<file path="config.mk">
export PLATFORM = sky130hd
export DESIGN_NAME = aes_block_sequencer
export DESIGN_NICKNAME = d
export VERILOG_FILES = /design/src/rtl/aes_package.sv /design/src/rtl/aes_block_buffer.sv /design/src/rtl/aes_block_sequencer.sv
export SDC_FILE = /design/constraint.sdc
export NUM_CORES = 1
export LEC_CHECK = 0
export BUFFER_PORTS_ARGS = -buffer_cell sky130_fd_sc_hd__buf_2
export CORE_MARGIN = 2
export CORE_UTILIZATION = 55
export CTS_BUF_LIST = sky130_fd_sc_hd__clkbuf_4
export CTS_CLUSTER_DIAMETER = 120
export CTS_CLUSTER_SIZE = 24
export DETAILED_ROUTE_END_ITERATION = 10
export GPL_TIMING_DRIVEN = 0
export PLACE_DENSITY = 0.84
export REMOVE_ABC_BUFFERS = 1
export SKIP_LAST_GASP = 1
export SLEW_MARGIN = 20
export SYNTH_ARGS = -nofsm -noshare
export SYNTH_HDL_FRONTEND = slang
export SYNTH_SLANG_ARGS = --single-unit
export TNS_END_PERCENT = 20
</file>
<file path="constraint.sdc">
create_clock -name clk_i -period 11.8 [get_ports clk_i]
set_input_delay 1.18 -clock clk_i [delete_from_list [all_inputs] [get_ports clk_i]]
set_output_delay 1.18 -clock clk_i [all_outputs]
set_load 0.02 [all_outputs]
</file>
<file path="src/rtl/aes_package.sv">
// rtl/aes_package.sv - shared types and constants for the AES block sequencer
package aes_package;

  localparam int WORD_W          = 32;
  localparam int WORDS_PER_BLOCK = 4;
  localparam int BLOCK_W         = WORD_W * WORDS_PER_BLOCK;
  localparam int IDX_W           = $clog2(WORDS_PER_BLOCK);
  localparam int BLK_CNT_W       = 29;
  localparam int BLK_DONE_W      = 28;

  localparam logic [1:0] AES_KEY_128 = 2'd0;
  localparam logic [1:0] AES_KEY_192 = 2'd1;
  localparam logic [1:0] AES_KEY_256 = 2'd2;

  typedef enum logic [3:0] {
    IDLE,
    STARTING,
    REQUEST_DATA,
    REQUEST_DATA_WAIT,
    WORKING,
    SEND_DATA,
    SEND_DATA_WAIT,
    MEMORY_WRITE_WAIT,
    FINISHED
  } aes_state_t;

  function automatic logic key_mode_valid(input logic [1:0] mode);
    return (mode == AES_KEY_128) || (mode == AES_KEY_192) || (mode == AES_KEY_256);
  endfunction

endpackage

</file>
<file path="src/rtl/aes_block_buffer.sv">
// rtl/aes_block_buffer.sv - 4x32 word register with indexed write, block load and indexed read
module aes_block_buffer
  import aes_package::*;
(
  input  logic               clk_i,
  input  logic               rst_i,
  input  logic               clear_i,
  input  logic               wr_en_i,
  input  logic [IDX_W-1:0]   wr_idx_i,
  input  logic [WORD_W-1:0]  wr_data_i,
  input  logic               load_en_i,
  input  logic [BLOCK_W-1:0] load_data_i,
  input  logic [IDX_W-1:0]   rd_idx_i,
  output logic [WORD_W-1:0]  rd_data_o,
  output logic [BLOCK_W-1:0] block_o
);

  // Word index 0 is the most significant word, so index i lives in slot ~i.
  logic [WORDS_PER_BLOCK-1:0][WORD_W-1:0] words_q, words_d;

  always_comb begin
    words_d = words_q;
    if (clear_i) begin
      words_d = '0;
    end else if (load_en_i) begin
      words_d = load_data_i;
    end else if (wr_en_i) begin
      words_d[~wr_idx_i] = wr_data_i;
    end
  end

  always_ff @(posedge clk_i or posedge rst_i) begin
    if (rst_i) begin
      words_q <= '0;
    end else begin
      words_q <= words_d;
    end
  end

  assign rd_data_o = words_q[~rd_idx_i];
  assign block_o   = words_q;

endmodule

</file>
<file path="src/rtl/aes_block_sequencer.sv">
// rtl/aes_block_sequencer.sv - splits a job into 128-bit blocks and drives the AES core and streams
module aes_block_sequencer
  import aes_package::*;
(
  input  logic                  clk_i,
  input  logic                  rst_i,
  input  logic                  clear_i,
  input  logic                  start_i,
  input  logic [31:0]           data_size_i,
  input  logic [1:0]            key_mode_i,
  input  logic                  in_valid_i,
  input  logic [WORD_W-1:0]     in_data_i,
  output logic                  in_ready_o,
  output logic                  core_start_o,
  output logic [BLOCK_W-1:0]    core_block_o,
  output logic [1:0]            core_key_size_o,
  input  logic                  core_done_i,
  input  logic [BLOCK_W-1:0]    core_result_i,
  output logic                  out_valid_o,
  output logic [WORD_W-1:0]     out_data_o,
  input  logic                  out_ready_i,
  input  logic                  wr_done_i,
  output logic                  busy_o,
  output logic                  done_o,
  output logic                  err_o,
  output aes_state_t            state_o,
  output logic [BLK_DONE_W-1:0] blocks_done_o
);

  localparam logic [IDX_W-1:0] LAST_IDX = IDX_W'(WORDS_PER_BLOCK - 1);
  localparam logic [2:0]       WR_FULL  = 3'(WORDS_PER_BLOCK);

  aes_state_t            state_q, state_d;
  logic [1:0]            key_q, key_d;
  logic [BLK_CNT_W-1:0]  blocks_left_q, blocks_left_d;
  logic [BLK_DONE_W-1:0] blocks_done_q, blocks_done_d;
  logic [IDX_W-1:0]      req_cnt_q, req_cnt_d;
  logic [IDX_W-1:0]      send_cnt_q, send_cnt_d;
  logic [2:0]            wr_cnt_q, wr_cnt_d;
  logic                  err_q, err_d;
  logic                  done_q, done_d;

  logic                  in_wr;
  logic                  res_load;
  logic [2:0]            wr_cnt_inc;
  logic [WORD_W-1:0]     unused_in_word;
  logic [BLOCK_W-1:0]    unused_res_block;

  always_ff @(posedge clk_i or posedge rst_i) begin
    if (rst_i) begin
      state_q       <= IDLE;
      key_q         <= '0;
      blocks_left_q <= '0;
      blocks_done_q <= '0;
      req_cnt_q     <= '0;
      send_cnt_q    <= '0;
      wr_cnt_q      <= '0;
      err_q         <= 1'b0;
      done_q        <= 1'b0;
    end else begin
      state_q       <= state_d;
      key_q         <= key_d;
      blocks_left_q <= blocks_left_d;
      blocks_done_q <= blocks_done_d;
      req_cnt_q     <= req_cnt_d;
      send_cnt_q    <= send_cnt_d;
      wr_cnt_q      <= wr_cnt_d;
      err_q         <= err_d;
      done_q        <= done_d;
    end
  end

  always_comb begin
    state_d       = state_q;
    key_d         = key_q;
    blocks_left_d = blocks_left_q;
    blocks_done_d = blocks_done_q;
    req_cnt_d     = req_cnt_q;
    send_cnt_d    = send_cnt_q;
    wr_cnt_d      = wr_cnt_q;
    err_d         = err_q;
    done_d        = 1'b0;
    in_wr         = 1'b0;
    res_load      = 1'b0;
    // Includes this cycle's pulse so the last write releases the block without an extra cycle.
    wr_cnt_inc    = (wr_cnt_q == WR_FULL) ? WR_FULL : wr_cnt_q + {2'b00, wr_done_i};

    unique case (state_q)
      IDLE: begin
        if (start_i) begin
          key_d         = key_mode_i;
          blocks_left_d = BLK_CNT_W'(({1'b0, data_size_i} + 33'd15) >> 4);
          blocks_done_d = '0;
          err_d         = 1'b0;
          state_d       = STARTING;
        end
      end
      STARTING: begin
        if (!key_mode_valid(key_q)) begin
          err_d   = 1'b1;
          state_d = FINISHED;
        end else if (blocks_left_q == '0) begin
          state_d = FINISHED;
        end else begin
          req_cnt_d = '0;
          state_d   = REQUEST_DATA;
        end
      end
      REQUEST_DATA: begin
        if (in_valid_i) begin
          in_wr     = 1'b1;
          req_cnt_d = req_cnt_q + 1'b1;
          if (req_cnt_q == LAST_IDX) begin
            state_d = REQUEST_DATA_WAIT;
          end
        end
      end
      REQUEST_DATA_WAIT: begin
        state_d = WORKING;
      end
      WORKING: begin
        if (core_done_i) begin
          res_load   = 1'b1;
          send_cnt_d = '0;
          wr_cnt_d   = '0;
          state_d    = SEND_DATA;
        end
      end
      SEND_DATA, SEND_DATA_WAIT: begin
        wr_cnt_d = wr_cnt_inc;
        if (out_ready_i) begin
          send_cnt_d = send_cnt_q + 1'b1;
          state_d    = (send_cnt_q == LAST_IDX) ? MEMORY_WRITE_WAIT : SEND_DATA;
        end else begin
          state_d = SEND_DATA_WAIT;
        end
      end
      MEMORY_WRITE_WAIT: begin
        wr_cnt_d = wr_cnt_inc;
        if (wr_cnt_inc == WR_FULL) begin
          blocks_left_d = blocks_left_q - 1'b1;
          blocks_done_d = blocks_done_q + 1'b1;
          wr_cnt_d      = '0;
          req_cnt_d     = '0;
          state_d       = (blocks_left_q == BLK_CNT_W'(1)) ? FINISHED : REQUEST_DATA;
        end
      end
      FINISHED: begin
        done_d  = 1'b1;
        state_d = IDLE;
      end
      default: begin
        state_d = IDLE;
      end
    endcase

    if (clear_i) begin
      state_d       = IDLE;
      key_d         = '0;
      blocks_left_d = '0;
      blocks_done_d = '0;
      req_cnt_d     = '0;
      send_cnt_d    = '0;
      wr_cnt_d      = '0;
      err_d         = 1'b0;
      done_d        = 1'b0;
      in_wr         = 1'b0;
      res_load      = 1'b0;
    end
  end

  always_comb begin
    in_ready_o      = (state_q == REQUEST_DATA);
    core_start_o    = (state_q == REQUEST_DATA_WAIT);
    out_valid_o     = (state_q == SEND_DATA) || (state_q == SEND_DATA_WAIT);
    busy_o          = (state_q != IDLE);
    done_o          = done_q;
    err_o           = err_q;
    state_o         = state_q;
    blocks_done_o   = blocks_done_q;
    core_key_size_o = key_q;
  end

  aes_block_buffer u_in_buf (
    .clk_i       (clk_i),
    .rst_i       (rst_i),
    .clear_i     (clear_i),
    .wr_en_i     (in_wr),
    .wr_idx_i    (req_cnt_q),
    .wr_data_i   (in_data_i),
    .load_en_i   (1'b0),
    .load_data_i ('0),
    .rd_idx_i    ('0),
    .rd_data_o   (unused_in_word),
    .block_o     (core_block_o)
  );

  aes_block_buffer u_res_buf (
    .clk_i       (clk_i),
    .rst_i       (rst_i),
    .clear_i     (clear_i),
    .wr_en_i     (1'b0),
    .wr_idx_i    ('0),
    .wr_data_i   ('0),
    .load_en_i   (res_load),
    .load_data_i (core_result_i),
    .rd_idx_i    (send_cnt_q),
    .rd_data_o   (out_data_o),
    .block_o     (unused_res_block)
  );

endmodule
</file>
==> results.yml <==
status:
  status: "complete, no violations"
synth:
  synth_top_family_by_area: "compound AO/OA/AOI/OAI gates"
  synth-edff-count: 0
  muxShareOfSynthArea: 0.0515
  ys_warn_count: 0
  synth_ff_type: "dfrtp_1"
  synthAdderAreaFrac: 0.00919
  ys_seq_elements: 328
  synth.avg_cell_area_um2: 10.2
  synth_compound_area_frac: 0.179
  ys_types: 56
  synthCells: 1469
  synthArstFlopShare: 1.00
  synthSimpleGateAreaFrac: 0.154
  ys_seq_area_frac: 0.548
  syn_area_um2: 15000
  synth-xor-area-share: 0.0275
pwr:
  swShare: 0.335
  total_leakage_power_nw: 8.55
  ir_worst_vdd_uv: 84.7
  cellInternalPower_w: 0.00142
  clkPwrFrac: 0.188
  powerDensity_nw_per_um2: 121
  switchingPower_w: 0.000718
  p_seq_frac: 0.576
  combPwrFrac: 0.235
  total_power_w: 0.00214
clock_tree:
  cts_sinks: 328
  cts-htree-levels: 1
  hold_buffers: 0
  cts-root-buf: "clkbuf_4"
  cts_resized: 0
  clk_latency_ns: 0.75
  clockBufferDepth: 3
  post_cts_buffers: 0
  cts_tree: "done"
  cts_buffers: 17
  clk_pin_slew_ns: 0.27
job:
  maxCapViolCount: 0
timing:
  slew_viol_final: 0
  skew_ns: 0.0970
  period_share: 0.314
  layout_setup_ws_ns: 8.09
  hold_violations: 0
  hold_slack_ns: 0.454
  setup_viol: 0
  rsz0062_at_grt: "false"
  maxSlewHeadroom: 0.293
  fmax_ghz: 0.270
  period_needed_ns: 3.71
  tightest_slew_ns: 1.06
min_path:
  hp-class: "input pin to asynchronous set/reset pin"
placement:
  place_ws_ns: 7.75
  hpwlAfterDp_mm: 30.3
  gp_congestion: 0.898
  portBuffers: 401
  dp.cells: 2122
grt:
  grtUsageTotal: 0.299
  grt_pass1_wl_mm: 68.8
  grt_max_degree: 102
  grt_overflow: 0
  grt_pass1_vias: 13000
  antenna_found_initial: 21
critical_path:
  cp_cell_sequence: "mux4_2 -> buf_2"
  arrival_ns: 2.53
  end_kind: "primary output"
  critPathMaxStageDelay_ns: 0.95
  setup.worst_path.start_class: "flip-flop"
  cp.required_ns: 10.62
  worst-path-max-fanout: 34
  cp_slowest_cell: "dfrtp_4"
  critPathKind: "flip-flop to primary output"
cells_and_area:
  final_common_cell: "buf_2"
  multi_input_area_um2: 6410
  layoutNonFillerInstCount: 2158
  syn_to_final_growth_pct: 18.3
  nFillCells: 2161
  regArea_um2: 8210
  post-route-util: 0.659
  nNetsFinal: 2013
  layout_common_cells: "buf_2, dfrtp_1, nand2_1"
  drive_gt1_frac: 0.276
routing:
  route.detailed.drc: 0
  dr.pass1.iters: 5
  wl_mm: 43.4
  drt_iter0_drc: 1390
  via_per_inst: 6.18
  via_count: 13300
  postRouteAntennaNets: 0
  wl_per_cell_um: 20.1
floorplan:
  io_pins: 402
  die_area_um2: 28600
  rows: 60
  coreArea_um2: 26900
  initial_utilization: 0.557
  die_width_um: 169
  die_h_um: 169
[synthesized netlist by cell type (2+ instances only)]
library cell  number  area, um^2
dfrtp_1          328        8210
nand2_1          316        1190
a21oi_1          164         821
a22o_1           130        1140
clkbuf_1          97         364
nor2_1            56         210
o21ai_0           56         280
mux4_2            32         721
nand3_1           28         140
nor3_1            26         130
xnor2_1           26         228
and3_1            21         131
xor2_1            21         184
nand4_1           19         119
nor4_1            17         106
inv_1             14        52.6
ha_1              11         138
o22ai_1            9        56.3
buf_1              7        26.3
o31ai_1            7        52.6
a21o_1             6        45.0
o211ai_1           6        45.0
o221ai_1           6        52.6
mux2i_1            5        50.1
nand2b_1           5        31.3
a31oi_1            4        25.0
and2_1             4        25.0
nor2b_1            4        25.0
nor3b_1            4        30.0
a22oi_1            3        22.5
and4_1             3        26.3
or3_1              3        18.8
or4_1              3        22.5
a2111oi_0          2        17.5
a221oi_1           2        17.5
a32o_1             2        20.0
buf_2              2        10.0
nand3b_1           2        15.0
[power groups by stage]
| stage | sequential [W] | combinational [W] | clock (W) |
|---|---|---|---|
| finish | 0.00123 | 0.000504 | 0.000403 |
| global route | 0.00124 | 0.000551 | 0.000454 |
| floorplan | 0.00126 | 0.000277 | 0 |
| detailed placement | 0.00125 | 0.000495 | 0 |
| global placement | 0.00125 | 0.000451 | 0 |
| CTS | 0.00123 | 0.000497 | 0.000414 |
[worst max-delay path: cells and delay by family, from the launching register on]
| family | cells | cell delay [ns] |
|---|---|---|
| buffers and inverters | 1 | 0.18 |
| flip-flops | 1 | 0.95 |
| multiplexers | 1 | 0.61 |
[final timing paths]
| path | end | start | slack (ns) | cells after the start |
|---|---|---|---|---|
| max reg2reg | blocks_left_q[21] | state_o[0] | 8.47 | 6 |
| min in group clk_i | u_in_buf.block_o[100] | u_in_buf.block_o[100] | 0.53 | 1 |
| max in group asynchronous | u_res_buf.block_o[121] | rst_i | 10.50 | 3 |
| min reg2reg | u_in_buf.block_o[100] | u_in_buf.block_o[100] | 0.53 | 1 |
| min | u_in_buf.block_o[76] | rst_i | 0.45 | 2 |
| max | out_data_o[5] | send_cnt_q[1] | 8.09 | 2 |
[state kept, by name, summed over array words and instances, names as in the netlist]
signal             flops
done_o                 1
blocks_done_o         28
state_o                4
wr_cnt_q               3
req_cnt_q              2
blocks_left_q         29
core_key_size_o        2
u_res_buf.block_o    128
err_o                  1
u_in_buf.block_o     128
send_cnt_q             2
[final cells by class]
class	count	share of cell area
inverters	14	0.00339
flip-flops and latches	328	0.464
repair buffers	419	0.137
multi-input cells	1020	0.362
clock buffers	18	0.00763
diodes	16	0.00226
well taps	341	0.0241
clock inverters	2	0.000706
[cell families (layout without fill, tap and decap cells)]
family,Yosys count,after routing
muxes,37,37
other,0,16
and+or+nand+nor,519,519
adders and majority gates,11,11
xor gates and xnor gates,47,47
DFF,328,328
buffers and inverters,121,453
AOI/OAI and AO/OA,406,406
[through the flow]
step                      area, um^2  TNS, ns
after floorplan                14600        0
after global placement         17000  -533.34
after detailed placement       17500        0
after CTS                      17700        0
after global routing           17700        0
final                          17700        0
[per-layer routing]
layer / GRT usage / part of all wire / up-vias
met5: 0 / 0.0015 / -
met4: 0.133 / 0.042 / 10
met3: 0.0643 / 0.090 / 131
met2: 0.474 / 0.47 / 738
met1: 0.400 / 0.39 / 6546
li1: - / - / 5921
No activity file was read; power rests on OpenSTA's default activity.
